**src/rtl/hazard_ctrl_pkg.sv**
```systemverilog
// Shared core definitions for the pipeline hazard controller and the forwarding unit.
package hazard_ctrl_pkg;

   typedef enum logic [1:0] {
      RUN      = 2'd0,
      LU_STALL = 2'd1,
      MEM_WAIT = 2'd2,
      HALTED   = 2'd3
   } hazard_state_t;

   localparam logic [4:0] REG_ZERO = 5'd0;

endpackage

```
**src/rtl/hazard_ctrl_detect.sv**
```systemverilog
// Load-use compare between the ID sources and the EX destination; also used by forwarding.
module hazard_detect
   import hazard_ctrl_pkg::*;
(
   input  logic [4:0] id_rs1,
   input  logic [4:0] id_rs2,
   input  logic       id_use_rs1,
   input  logic       id_use_rs2,
   input  logic [4:0] ex_rd,
   input  logic       ex_is_load,
   output logic       lu
);

   logic rs1_match;
   logic rs2_match;

   // x0 never carries a value, so a load targeting it cannot create a hazard
   always_comb begin
      rs1_match = id_use_rs1 && (id_rs1 == ex_rd);
      rs2_match = id_use_rs2 && (id_rs2 == ex_rd);
      lu        = ex_is_load && (ex_rd != REG_ZERO) && (rs1_match || rs2_match);
   end

endmodule

```
**src/rtl/hazard_ctrl.sv**
```systemverilog
// Hold/flush controller for the PC and the IF/ID, ID/EX and EX/MEM latches of the 5-stage core.
module hazard_ctrl
   import hazard_ctrl_pkg::*;
#(
   parameter int LU_STALL_CYCLES = 1,
   parameter int CNT_W           = 16
) (
   input  logic             clk,
   input  logic             rst,
   input  logic [4:0]       id_rs1,
   input  logic [4:0]       id_rs2,
   input  logic             id_use_rs1,
   input  logic             id_use_rs2,
   input  logic [4:0]       ex_rd,
   input  logic             ex_is_load,
   input  logic             ex_branch_taken,
   input  logic             mem_busy,
   input  logic             halt_req,
   input  logic             resume,
   output logic             pc_we,
   output logic             ifid_hold,
   output logic             idex_hold,
   output logic             exmem_hold,
   output logic             ifid_flush,
   output logic             idex_flush,
   output logic             halted,
   output logic [CNT_W-1:0] stall_cnt
);

   hazard_state_t state;
   hazard_state_t state_n;
   hazard_state_t ret_state;
   hazard_state_t ret_state_n;
   hazard_state_t eff_state;
   logic [1:0]    lu_cnt;
   logic [1:0]    lu_cnt_n;
   logic          lu;

   hazard_detect u_detect (
      .id_rs1     (id_rs1),
      .id_rs2     (id_rs2),
      .id_use_rs1 (id_use_rs1),
      .id_use_rs2 (id_use_rs2),
      .ex_rd      (ex_rd),
      .ex_is_load (ex_is_load),
      .lu         (lu)
   );

   always_ff @(posedge clk) begin
      if (rst) begin
         state     <= RUN;
         ret_state <= RUN;
         lu_cnt    <= 2'd0;
         stall_cnt <= '0;
      end else begin
         state     <= state_n;
         ret_state <= ret_state_n;
         lu_cnt    <= lu_cnt_n;
         if (!pc_we && (stall_cnt != {CNT_W{1'b1}})) begin
            stall_cnt <= stall_cnt + 1'b1;
         end
      end
   end

   // MEM_WAIT is transparent once memory is ready: that cycle acts as the interrupted state
   always_comb begin
      eff_state   = (state == MEM_WAIT) ? ret_state : state;
      state_n     = eff_state;
      ret_state_n = ret_state;
      lu_cnt_n    = lu_cnt;
      pc_we       = 1'b1;
      ifid_hold   = 1'b0;
      idex_hold   = 1'b0;
      exmem_hold  = 1'b0;
      ifid_flush  = 1'b0;
      idex_flush  = 1'b0;
      halted      = 1'b0;

      if (rst) begin
         pc_we      = 1'b0;
         ifid_flush = 1'b1;
         idex_flush = 1'b1;
         state_n    = RUN;
      end else if (mem_busy) begin
         pc_we      = 1'b0;
         ifid_hold  = 1'b1;
         idex_hold  = 1'b1;
         exmem_hold = 1'b1;
         halted     = (state == HALTED);
         state_n    = state;
         if ((state != HALTED) && (state != MEM_WAIT)) begin
            state_n     = MEM_WAIT;
            ret_state_n = state;
         end
      end else begin
         case (eff_state)
            RUN: begin
               if (ex_branch_taken) begin
                  ifid_flush = 1'b1;
                  idex_flush = 1'b1;
                  state_n    = halt_req ? HALTED : RUN;
               end else if (lu) begin
                  pc_we      = 1'b0;
                  ifid_hold  = 1'b1;
                  idex_flush = 1'b1;
                  if (LU_STALL_CYCLES > 1) begin
                     state_n  = LU_STALL;
                     lu_cnt_n = 2'(LU_STALL_CYCLES - 1);
                  end else begin
                     state_n = RUN;
                  end
               end else if (halt_req) begin
                  state_n = HALTED;
               end else begin
                  state_n = RUN;
               end
            end
            LU_STALL: begin
               if (ex_branch_taken) begin
                  ifid_flush = 1'b1;
                  idex_flush = 1'b1;
                  lu_cnt_n   = 2'd0;
                  state_n    = RUN;
               end else begin
                  pc_we      = 1'b0;
                  ifid_hold  = 1'b1;
                  idex_flush = 1'b1;
                  lu_cnt_n   = lu_cnt - 2'd1;
                  if (lu_cnt <= 2'd1) begin
                     state_n = RUN;
                  end
               end
            end
            HALTED: begin
               pc_we      = 1'b0;
               ifid_flush = 1'b1;
               idex_flush = 1'b1;
               halted     = 1'b1;
               if (resume) begin
                  state_n = RUN;
               end
            end
            default: begin
               state_n = RUN;
            end
         endcase
      end
   end

endmodule

```
**config.mk**
```make
export PLATFORM = sky130hd
export DESIGN_NAME = hazard_ctrl
export DESIGN_NICKNAME = d
export VERILOG_FILES = /design/src/rtl/hazard_ctrl_pkg.sv /design/src/rtl/hazard_ctrl_detect.sv /design/src/rtl/hazard_ctrl.sv
export SDC_FILE = /design/constraint.sdc
export NUM_CORES = 1
export LEC_CHECK = 0
export BUFFER_PORTS_ARGS = -buffer_cell sky130_fd_sc_hd__buf_4
export CORE_ASPECT_RATIO = 1.4
export CORE_MARGIN = 5
export CORE_UTILIZATION = 45
export DETAILED_ROUTE_END_ITERATION = 10
export PLACE_DENSITY = 0.86
export SETUP_SLACK_MARGIN = 0.15
export SLEW_MARGIN = 25
export SYNTH_ARGS = -nofsm -noshare
export SYNTH_HDL_FRONTEND = slang
export SYNTH_SLANG_ARGS = --single-unit
```
**constraint.sdc**
```tcl
create_clock -name clk -period 1.8 [get_ports clk]
set_clock_uncertainty 0.05 [all_clocks]
set_input_delay 0.18 -clock clk [delete_from_list [all_inputs] [get_ports clk]]
set_output_delay 0.18 -clock clk [all_outputs]
set_load 0.005 [all_outputs]
```
; Word-level counts from Yosys, hierarchy flattened
; Index checks and enable logic that the tools add are counted.
[totals]
register_bits = 22
inputBits = 24
out_inout_bits = 23
[classes]
add_sub_neg = 2
n_lt_le_gt_ge = 1
eq_ne = 10
mux = 35
n_bitwise = 1
n_reduce_logical = 14
[ops]
columns = operator, count
row1 = 1-bit 2-to-1 mux, 20
row2 = 2-bit 2-to-1 mux, 10
row3 = 16-bit by 1-bit adder with 16-bit output (second input constant), 1
row4 = 16-bit inequality test (second input constant), 1
row5 = 5-bit equality test, 2
row6 = 2-bit equality test (second input constant), 3
row7 = 1-bit logical AND, 6
row8 = 1-bit case mux with 2 select lines, 3
row9 = 2-bit case mux with 3 select lines, 1
row10 = 5-bit nonzero test, 1
row11 = 2-bit inequality test (second input constant), 2
row12 = 2-bit AND reduction, 2
row13 = 2-bit OR reduction, 2
row14 = 1-bit case mux with 3 select lines, 1
row15 = 2-bit by 1-bit equality test with 1-bit output (second input constant), 1
row16 = 2-bit by 1-bit <= comparator with 1-bit output (second input constant), 1
row17 = 2-bit zero test, 1
row18 = 2-bit by 1-bit inequality test with 1-bit output (second input constant), 1
row19 = 2-bit by 1-bit subtractor with 2-bit output (second input constant), 1
row20 = 1-bit zero test, 1
row21 = 1-bit logical OR, 1
row22 = 1-bit NOT, 1

; Logic depth before layout (Yosys ltp)
; Gate-level depths: netlist of run 1.
[logic_depth]
ltp_word = 11
depth_mapped = 10
mapped_depth_nobuf = 7

; Cells and area by module
; From an unflattened synthesis of run 1, not the netlist that was laid out.
[unflattened]
cells_unflattened = 158
area_unflattened_um2 = 1327.5
[by_module_without_submodules]
columns = module, n_inst, cells_per_inst, area_each_um2, seq_area_each_um2
row1 = hazard_ctrl, 1, 141, 1193.6, 440.4
row2 = hazard_detect, 1, 17, 133.9, 0.0

; Least setup slack after synthesis of run 1
; No wires, ideal clock.
[synth_path]
path_type = flip-flop to flip-flop
startpoint = register stall_cnt[5]
endpoint = register stall_cnt[14]
setup_ns = 0.070
arrival_time_ns = 1.841
setup_slack_ns = -0.161
path_stages_with_launch = 9
period_less_slack_ns = 1.961
cell_sequence = dfxtp_1 -> and4_4 -> and3_4 -> and3_4 -> buf_6 -> and4_4 -> buf_6 -> or4_1 -> a21oi_1
[synth_via]
elab_chain_len = 2
word_cells_on_any_way = 3
cone_classes = add/sub: 1 / eq/ne: 1 / reduce/logical: 1
[synth_lines]
columns = item, line_no
row1 = "start, declared", hazard_ctrl.sv:27  ; output logic [CNT_W-1:0] stall_cnt
row2 = "start signal, assigned", hazard_ctrl.sv:60  ; stall_cnt <= stall_cnt + 1'b1;
row3 = "parallel branches: the longest is 2 deep, another holds 16-bit by 1-bit adder with 16-bit output", n/a
; Several ways; the timed one is not identified.
; A chain may end at the register's enable or synchronous reset.

; Final worst setup path of run 1
[layout_path]
startpoint = register ret_state[1]
endpoint = register stall_cnt[3]
[layout_via]
elab_chain_len = 7
word_cells_on_any_way = 9
cone_classes = eq/ne: 2 / mux: 4 / reduce/logical: 3
[layout_lines]
columns = item, line_no
row1 = "start, declared", hazard_ctrl.sv:32  ; hazard_state_t ret_state;
row2 = "start signal, assigned", hazard_ctrl.sv:57  ; ret_state <= ret_state_n;
row3 = 2-bit 2-to-1 mux *, hazard_ctrl.sv:67  ; eff_state = (state == MEM_WAIT) ? ret_state : state;
row4 = 2-bit equality test (tied with other cells), hazard_ctrl.sv:96  ; case (eff_state)
row5 = 1-bit case mux with 3 select lines *, hazard_ctrl.sv:96
row6 = 1-bit 2-to-1 mux *, hazard_ctrl.sv:84  ; end else if (mem_busy) begin
row7 = 1-bit 2-to-1 mux *, hazard_ctrl.sv:79  ; if (rst) begin
row8 = 1-bit zero test *, hazard_ctrl.sv:59  ; if (!pc_we && (stall_cnt != {CNT_W{1'b1}})) begin
row9 = 1-bit logical AND *, hazard_ctrl.sv:59
; Mark *: on every way between the ends. The rest lies on a longest branch, timed or not.

==> flow_summary.toml, run 1 <==
[critical_path]
r2r_end = "stall_cnt[3]"
reg2regPathDepth = 7
end_kind = "register"
required_ps = 1960
crit_buf_inv = 1
reg2reg_from = "ret_state[1]"
cp.arrival_ps = 2040
crit_family = "simple AND/OR/NAND/NOR gates"
worstSetupPathType = "reg -> reg"
crit_path_top_delay_cell = "or4_4"
critPathMaxStageDelay_ps = 510
critical_path.cell_chain = "o21ai_2 > nand2b_1 > nor3_2 > a21o_4 > clkinv_8 > or4_4 > a21oi_2"
r2r_setup_slack_ps = -80
start_kind = "register"
path_max_fanout = 8

[detailed_routing]
wl_met3_um = 278
vias = 1742
wl_per_cell_um = 17.9
routed.top_layer = "met4"
dr.pass1.iters = 4
wl_met1_um = 1760
met2_length_um = 2920
wl_um = 5090
first_iter_violations = 108
vias_per_cell = 6.13
ant_nets = 0
route.detailed.drc = 0

[yosys]
syn_inst = 177
synth.most_common_cell = "dfxtp_1"
async_flop_share = 0
synth_edf_count = 0
netlist.area_leader.share = 0.301
ys_seq_area_frac = 0.301
syn_nets = 203
synth_cell_types = 42
yosys-top-cells-count = "dfxtp_1 (22), a21oi_1 (21), or4_1 (14)"
yosys_warnings = 0
yosysTopAreaCell = "dfxtp_1"
syn_avg_cell_area_um2 = 8.26
netlist_top_cells_area = "dfxtp_1 (30%), a21oi_1 (7.2%), or4_1 (7.2%)"
netlist_area_mm2 = 0.00146
synth-seq-cells = 22
synth_flop_cell = "dfxtp_1"

[outcome]
violations = "setup timing"
outcome = "complete, but fails checks"

[timing]
min_period_ps = 1880
fin_ws_ps = -75.5
setup_viol = 15
hold_viol = 0
slew_headroom = 0.758
max_freq_mhz = 533
slew_viol_final = 0
rsz0062_at_grt = "yes"
post-route-period-util = 1.04
worst_slew_pin_slew_ps = 361

[final_layout]
drive_gt1_frac = 0.506
final_nets = 272
utilization = 0.712
num-fill-cells = 255
diodes = 0
finalNonFillerCells = 284
area.growth.synth_to_final_pct = 52.1

[global_routing]
grt_usage = 0.202
grt_max_degree = 30
antenna_found_initial = 0
grt_pass1_wl_um = 7370
first_global_vias = 1681
grt_overflow = 0

[power_and_ir_drop]
vdd_drop_max_uv = 382
powerDensity_mw_per_mm2 = 527
p_leak_nw = 0.893
fin_total_pwr_w = 0.00117

[clock_tree]
root_buffer = "clkbuf_8"
cts_buffers = 3
cts_sinks = 22
clockBufferDepth = 2
hold_buffers = 0
insertion_delay_ps = 270
cts.reportedPaths.clkPinSlew_ps = 80
tritoncts = "yes"
htreeDepth = 1

[placed_design]
pre_cts_slack_ps = -181
dpl.hpwl_um = 2950
portBuffers = 46
gp_congestion = 0.906
dp_cells = 266

[floorplan]
coreArea_mm2 = 0.00312
floorplan.initialDensity = 0.468
die_width_um = 58.2
rows = 24
fp.dieH_um = 77.4
dieArea_mm2 = 0.00450
io_pins = 47

[worst_hold_path]
holdPathStages = 4
hold_path.startpoint = "mem_busy"
holdPathEnd = "state[0]"
hold_path.class = "in -> reg"

[run]
maxCapViolCount = 0
==> worst max path at each step <==
| stage | start | cells after the start | endpoint | slack (ps) |
|---|---|---|---|---|
| 2_1_floorplan | stall_cnt[4] | 8 | stall_cnt[4] | -100 |
| 4_1_cts | stall_cnt[4] | 6 | stall_cnt[14] | -60 |
| 3_3_place_gp | ex_rd[2] | 8 | stall_cnt[4] | -130 |
| 6_report | ret_state[1] | 7 | stall_cnt[3] | -80 |
| 5_1_grt | stall_cnt[4] | 6 | stall_cnt[14] | -130 |
| 3_5_place_dp | ex_rd[2] | 8 | stall_cnt[3] | -180 |
==> stage by stage <==
step	hold WS [ps]	TNS (ps)	cell area (um^2)
floorplan	333	-1160	1470
global route	219	-1360	2220
finish	211	-736	2220
global placement	433	-1590	1870
CTS	177	-439	2060
detailed placement	444	-2270	1870
==> layer usage <==
layer | GRT usage | vias up
li1 | - | 805
met1 | 0.205 | 855
met2 | 0.386 | 68
met3 | 0.0282 | 14
met4 | 0.102 | 0
met5 | 0 | -
==> cell type report <==
| cell class | instances | area, um^2 | area share |
|---|---|---|---|
| multi-input cells | 135 | 1030 | 0.463 |
| flip-flops and latches | 22 | 453 | 0.204 |
| inverters | 7 | 38.8 | 0.0174 |
| repair inverters | 2 | 20.0 | 0.00900 |
| repair buffers | 75 | 578 | 0.260 |
| clock buffers | 4 | 55.1 | 0.0248 |
| well taps | 39 | 48.8 | 0.0219 |
==> flip-flops by register name, summed over array words and instances (netlist names) <==
register and flops:
stall_cnt 16, ret_state 2, lu_cnt 2, state 2
==> power breakdown <==
group	switching, W	internal (W)	leakage (nW)
clock	0.000174	0.000196	0.0288
sequential	0.0000114	0.000497	0.182
combinational	0.000143	0.000150	0.682
total	0.000328	0.000843	0.893
==> cell families after synthesis <==
family          count (synthesis)  share of synthesized area
xor+xnor                       10                     0.0599
buf+inv                        22                      0.112
compound gates                 54                      0.225
mux                             2                     0.0146
flops                          22                      0.301
fa+ha+maj                       2                     0.0171
simple gates                   65                      0.270
==> tightest hold or removal path: cells and delay by family <==
family	cells	cell delay [ps]
AO/OA/AOI/OAI	2	120
buffers and inverters	1	110
AND/OR/NAND/NOR	1	90
==> cells in the final DEF (no fill, tap or decap), types with 2 or more instances in the layout <==
cell       n
buf_4     72
a21oi_1   18
dfxtp_1   14
or4_1     12
nand2_1    9
nor2_1     8
nand3_1    8
o31ai_1    8
xnor2_1    7
dfxtp_2    7
inv_1      5
nand4_1    5
o31ai_2    5
o21ai_1    4
a31oi_1    4
and4_4     4
clkbuf_8   4
xnor2_2    3
o21ai_2    2
nand2b_1   2
or4_4      2
nor3_2     2
a21oi_2    2
o21ai_0    2
nor3b_1    2
and3_4     2
and3_2     2
ha_1       2
buf_6      2
==> what timing repair did <==
| action | CTS | global route |
|---|---|---|
| setup endpoints to repair | 20 | 22 |
| endpoints found under the hold margin | 0 | 0 |
| gates resized for setup | 20 | 24 |
| setup buffers | 7 | 3 |
| pin swaps | 9 | 11 |
| cloned | 1 | 3 |
No activity file was read; power rests on OpenSTA's default activity.
==> inputs of run 2 (changes only) <==
- CORE_UTILIZATION: 45 -> 44
- SYNTH_HIERARCHICAL: default -> 1
==> run 2 against run 1 <==
Effect of this change:
- the flow still finishes with violations (setup timing)
- design area grew 3.7%
- synthesized cell count shrank 11%
- non-clock buffer count grew 19
- sequential power is essentially flat
- area after synthesis shrank 9.2%
==> flow_summary.toml, run 2 <==
[clock_tree]
cts.reportedPaths.clkPinSlew_ps = 80
cts_sinks = 22
root_buffer = "clkbuf_8"
htreeDepth = 1
tritoncts = "yes"
hold_buffers = 0
cts_buffers = 3
clockBufferDepth = 2
insertion_delay_ps = 270

[detailed_routing]
vias_per_cell = 5.71
first_iter_violations = 80
dr.pass1.iters = 4
wl_um = 4800
route.detailed.drc = 0
vias = 1639
wl_per_cell_um = 16.7
ant_nets = 0

[final_layout]
final_nets = 277
drive_gt1_frac = 0.524
seq_area_um2 = 444
final_cell_mix = "buf_4 (72), buf_6 (21), dfxtp_1 (19), a21oi_1 (13), nor2_1 (12)"
utilization = 0.801
diodes = 0
design_area_mm2 = 0.00230
multi_input_area_um2 = 952
area.growth.synth_to_final_pct = 73.6
largest_register = "stall_cnt"
final_common_cell = "buf_4"
num-fill-cells = 198
largest_register_ffs = 16
finalNonFillerCells = 287

[floorplan]
floorplan.initialDensity = 0.461
rows = 23
die_width_um = 56.4
fp.dieH_um = 75.0
coreArea_mm2 = 0.00288
dieArea_mm2 = 0.00423
io_pins = 47

[placed_design]
gp_congestion = 0.876
place_area_mm2 = 0.00197
dpl.hpwl_um = 2940
dp_cells = 273
portBuffers = 46

[critical_path]
cp_common_cell = "buf_6"
start_kind = "primary input"
critical_path.cell_chain = "buf_6 > xor2_2 > nor4_2 > nand3_1 > a21oi_2 > nor3b_4 > a211o_2 > o21ai_4 > buf_6 > buf_6 > or3_4 > a21oi_2"
cp.arrival_ps = 2390
cp_num_cells = 12
required_ps = 1960
crit_path_top_delay_cell = "or3_4"
reg2regPathDepth = 8
worstSetupPathType = "in -> reg"
crit_family = "simple AND/OR/NAND/NOR gates"
critPathMaxStageDelay_ps = 370
path_max_fanout = 7
crit_buf_inv = 3
end_kind = "register"

[timing]
worst_slew_pin_slew_ps = 293
post-route-period-util = 1.24
hold_viol = 0
rsz0062_at_grt = "yes"
setup_viol = 21
fin_ws_ps = -435
slew_headroom = 0.803
tns_ps = -6240
slew_viol_final = 0
max_freq_mhz = 448
min_period_ps = 2230

[power_and_ir_drop]
fin_total_pwr_w = 0.00117
p_leak_nw = 0.973
powerDensity_mw_per_mm2 = 508
vdd_drop_max_uv = 667

[global_routing]
grt_overflow = 0
grt_max_degree = 28
grt_pass1_wl_um = 6950
antenna_found_initial = 0
first_global_vias = 1582
grt_usage = 0.206

[yosys]
yosysTopAreaCell = "dfxtp_1"
async_flop_share = 0
synth_flop_cell = "dfxtp_1"
yosys-top-cells-count = "dfxtp_1 (22), a21oi_1 (18), nor2_1 (13)"
synth_cell_types = 45
netlist_area_mm2 = 0.00133
yosys_warnings = 6
syn_avg_cell_area_um2 = 8.40
syn_inst = 158
netlist_top_cells_area = "dfxtp_1 (33%), xor2_1 (7.3%), a21oi_1 (6.8%)"
syn_nets = 184
netlist.area_leader.share = 0.332
synth-seq-cells = 22
ys_seq_area_frac = 0.332
synth_edf_count = 0
synth.most_common_cell = "dfxtp_1"

[outcome]
outcome = "complete, but fails checks"
violations = "setup timing"

[worst_hold_path]
holdPathStages = 3
hold_path.class = "in -> reg"

[run]
maxCapViolCount = 0
[run 2: cell count changes after synthesis, moves of 4 or more]
cell     change
nand2_1      -4
nor2_1       +5
o31ai_1      -9
or3_1        +5
or4_1        -9
xnor2_1      -7
xor2_1      +11
[run 2: worst register-to-register path, stage by stage, from the launching register on]
cell,delay (ps)
dfxtp_1,340
ha_1,170
nand3_1,120
or4_4,590
o21ai_4,150
buf_6,190
buf_6,100
xor2_1,120
nor2_1,50
[run 2: kinds of logic (layout without fill, tap and decap cells)]
kind of cell	after synthesis	after routing	share of synthesized area
DFF	22	22	0.332
and+or+nand+nor	60	60	0.264
adders and majority gates	2	2	0.0188
muxes	2	2	0.0151
AOI/OAI and AO/OA	48	48	0.240
xor gates and xnor gates	14	14	0.0924
buffers and inverters	10	102	0.0377
[run 2: layout make-up]
| cell class | instances | share of cell area |
|---|---|---|
| Sequential cell | 22 | 0.193 |
| Inverter | 4 | 0.00651 |
| Tap cell | 37 | 0.0201 |
| Clock buffer | 4 | 0.0239 |
| Timing Repair Buffer | 94 | 0.344 |
| Multi-Input combinational cell | 126 | 0.413 |
[run 2: per-layer routing]
layer	track usage	up-vias	wire length, um
li1	-	766	-
met1	0.205	794	1770
met2	0.404	66	2640
met3	0.0429	13	264
met4	0.100	0	125
met5	0	-	0
[run 2: timing repair]
action,in CTS,in global routing
cloned,0,0
gates resized for setup,34,18
endpoints found under the setup margin,21,23
setup buffers,8,2
pin swaps,18,21
[run 2: per-stage QoR]
step | hold WS [ps] | setup slack, ps
floorplan | 318 | -339
global placement | 421 | -642
detailed placement | 437 | -701
CTS | 182 | -383
global route | 214 | -492
finish | 194 | -435
[run 2: power breakdown]
part	leakage [nW]	switching (W)	internal [W]	total, W
logic	0.765	0.000130	0.000166	0.000296
registers	0.179	0.00000957	0.000500	0.000510
clock network	0.0288	0.000169	0.000195	0.000365
total	0.973	0.000309	0.000862	0.00117
[run 2: worst paths after layout]
| kind | start | to | slack, ps |
|---|---|---|---|
| setup / recovery | id_rs1[1] | stall_cnt[5] | -430 |
| hold / removal | mem_busy | state[0] | 190 |
| setup reg to reg | stall_cnt[1] | stall_cnt[0] | -190 |
| hold reg to reg | stall_cnt[10] | stall_cnt[10] | 470 |
==> inputs of run 3 (changes only) <==
- CAP_MARGIN: default -> 5
- REMOVE_ABC_BUFFERS: default -> 1
==> run 3 against run 2 <==
Effect of this change:
- the run still ends with setup timing left
- hold slack improved by 2.3 ps
- total power shrank 4.7%
- largest power group unchanged
- clock power is 13% lower
- die area stayed put
- critical path type unchanged
- fmax increased by 1.3%
- flip-flop and latch count is the same
- combinational power decreased by 3%
- routed wire length rose by 3.1%
- critical endpoint is now stall_cnt[13]
- core utilization decreased by 2.0 points
- sequential share of layout area is 0.56 points higher
- worst setup slack improved by 28 ps
==> flow_summary.toml, run 3 (synthesis gave the netlist of run 2 again) <==
[outcome]
outcome = "complete, but fails checks"
violations = "setup timing"

[clock_tree]
htreeDepth = 1
clockBufferDepth = 2
cts.reportedPaths.clkPinSlew_ps = 80
insertion_delay_ps = 270
root_buffer = "clkbuf_8"
cts_buffers = 3
tritoncts = "yes"
cts_sinks = 22

[global_routing]
grt_pass1_wl_um = 7450
grt_usage = 0.221
first_global_vias = 1688
grt_max_degree = 28
antenna_found_initial = 0
grt_overflow = 0

[floorplan]
floorplan.initialDensity = 0.461
dieArea_mm2 = 0.00423
die_width_um = 56.4
coreArea_mm2 = 0.00288
io_pins = 47
fp.dieH_um = 75.0
rows = 23

[power_and_ir_drop]
pwr-share-clk = 0.284
p_int_w = 0.000807
p_sw_frac = 0.276
pwr-share-seq = 0.458
p_switching_w = 0.000308
powerDensity_mw_per_mm2 = 497
p_leak_nw = 0.941
combPwrFrac = 0.259
vdd_drop_max_uv = 476

[detailed_routing]
wl_um = 4960
first_iter_violations = 63
route.detailed.drc = 0
ant_nets = 0
vias_per_cell = 5.79
vias = 1638
dr.pass1.iters = 4
wl_per_cell_um = 17.5

[timing]
fin_ws_ps = -406
slew_headroom = 0.745
post-route-period-util = 1.23
hold_viol = 0
worst_slew_pin_slew_ps = 382
min_period_ps = 2210
slew_viol_final = 0
setup_viol = 20
max_freq_mhz = 453
rsz0062_at_grt = "yes"

[critical_path]
required_ps = 1960
reg2reg_from = "stall_cnt[0]"
worstSetupPathType = "in -> reg"
crit_start = "id_rs1[1]"
cp.arrival_ps = 2370
path_max_fanout = 7
start_kind = "primary input"
end_kind = "register"

[worst_hold_path]
hold_path.startpoint = "mem_busy"
hold_path.class = "in -> reg"

[final_layout]
final_common_cell = "buf_4"
largest_register = "stall_cnt"
final_cell_mix = "buf_4 (76), dfxtp_1 (20), a21oi_1 (12), nor2_1 (12), buf_6 (12)"
diodes = 0
largest_register_ffs = 16
area.growth.synth_to_final_pct = 69.2
final_nets = 274
num-fill-cells = 195
drive_gt1_frac = 0.520
design_area_mm2 = 0.00225

[placed_design]
place_area_mm2 = 0.00194
dpl.hpwl_um = 2940
portBuffers = 46
gp_congestion = 0.931
pre_cts_slack_ps = -706

[run]
maxCapViolCount = 0
==> run 3: final cells by class <==
cell class | count | area (um^2) | area share
Timing Repair Buffer | 90 | 736 | 0.328
Sequential cell | 22 | 445 | 0.198
Inverter | 4 | 15.0 | 0.00669
Clock buffer | 3 | 41.3 | 0.0184
Tap cell | 37 | 46.3 | 0.0206
Multi-Input combinational cell | 127 | 962 | 0.428
==> run 3: worst paths after layout <==
kind,end,slack [ps],depth (start not counted)
worst max-delay path,stall_cnt[13],-410,10
worst min-delay path,state[0],200,3
worst max register to register,stall_cnt[0],-260,8
worst min register to register,state[0],440,2
==> run 3: critical path, stage by stage <==
cell and delay, ps:
buf_6 100, xor2_2 160, nor4_2 340, nand3_1 150, a21oi_2 190, nor3b_4 260
a211o_4 210, o21ai_4 90, or4_4 560, a21oi_2 120
==> run 3: per-stage QoR <==
stage	TNS [ps]	power (W)	utilization	std cells	hold slack, ps
after CTS	-4630	0.00108	0.741	279	181
after detailed placement	-10780	0.000746	0.674	269	441
after global routing	-6950	0.00115	0.780	283	208
final	-6130	0.00112	0.780	283	196
after global placement	-9870	0.000741	0.674	269	425
after floorplan	-4370	0.000610	-	152	199
==> run 3: what timing repair did <==
action                     in CTS  in global routing
setup endpoints to repair      20                 24
hold endpoints to repair        0                  0
gates cloned                    1                  0
buffers inserted                6                  4
pin swaps                      15                 25
gates resized for setup        26                 19
hold buffers                    0                  0
==> run 3: power by group through the flow <==
stage          combinational (W)  sequential (W)  clock (W)
6_report                0.000288        0.000511   0.000316
5_1_grt                 0.000310        0.000512   0.000331
4_1_cts                 0.000259        0.000509   0.000308
3_5_place_dp            0.000224        0.000522          0
3_3_place_gp            0.000220        0.000521          0
2_1_floorplan          0.0000852        0.000525          0
==> run 3: layer usage <==
layer	wire, um	GRT usage	share of wire
met1	1880	0.235	0.38
met2	2700	0.413	0.55
met3	262	0.0446	0.053
met4	111	0.111	0.022
met5	0	0	0
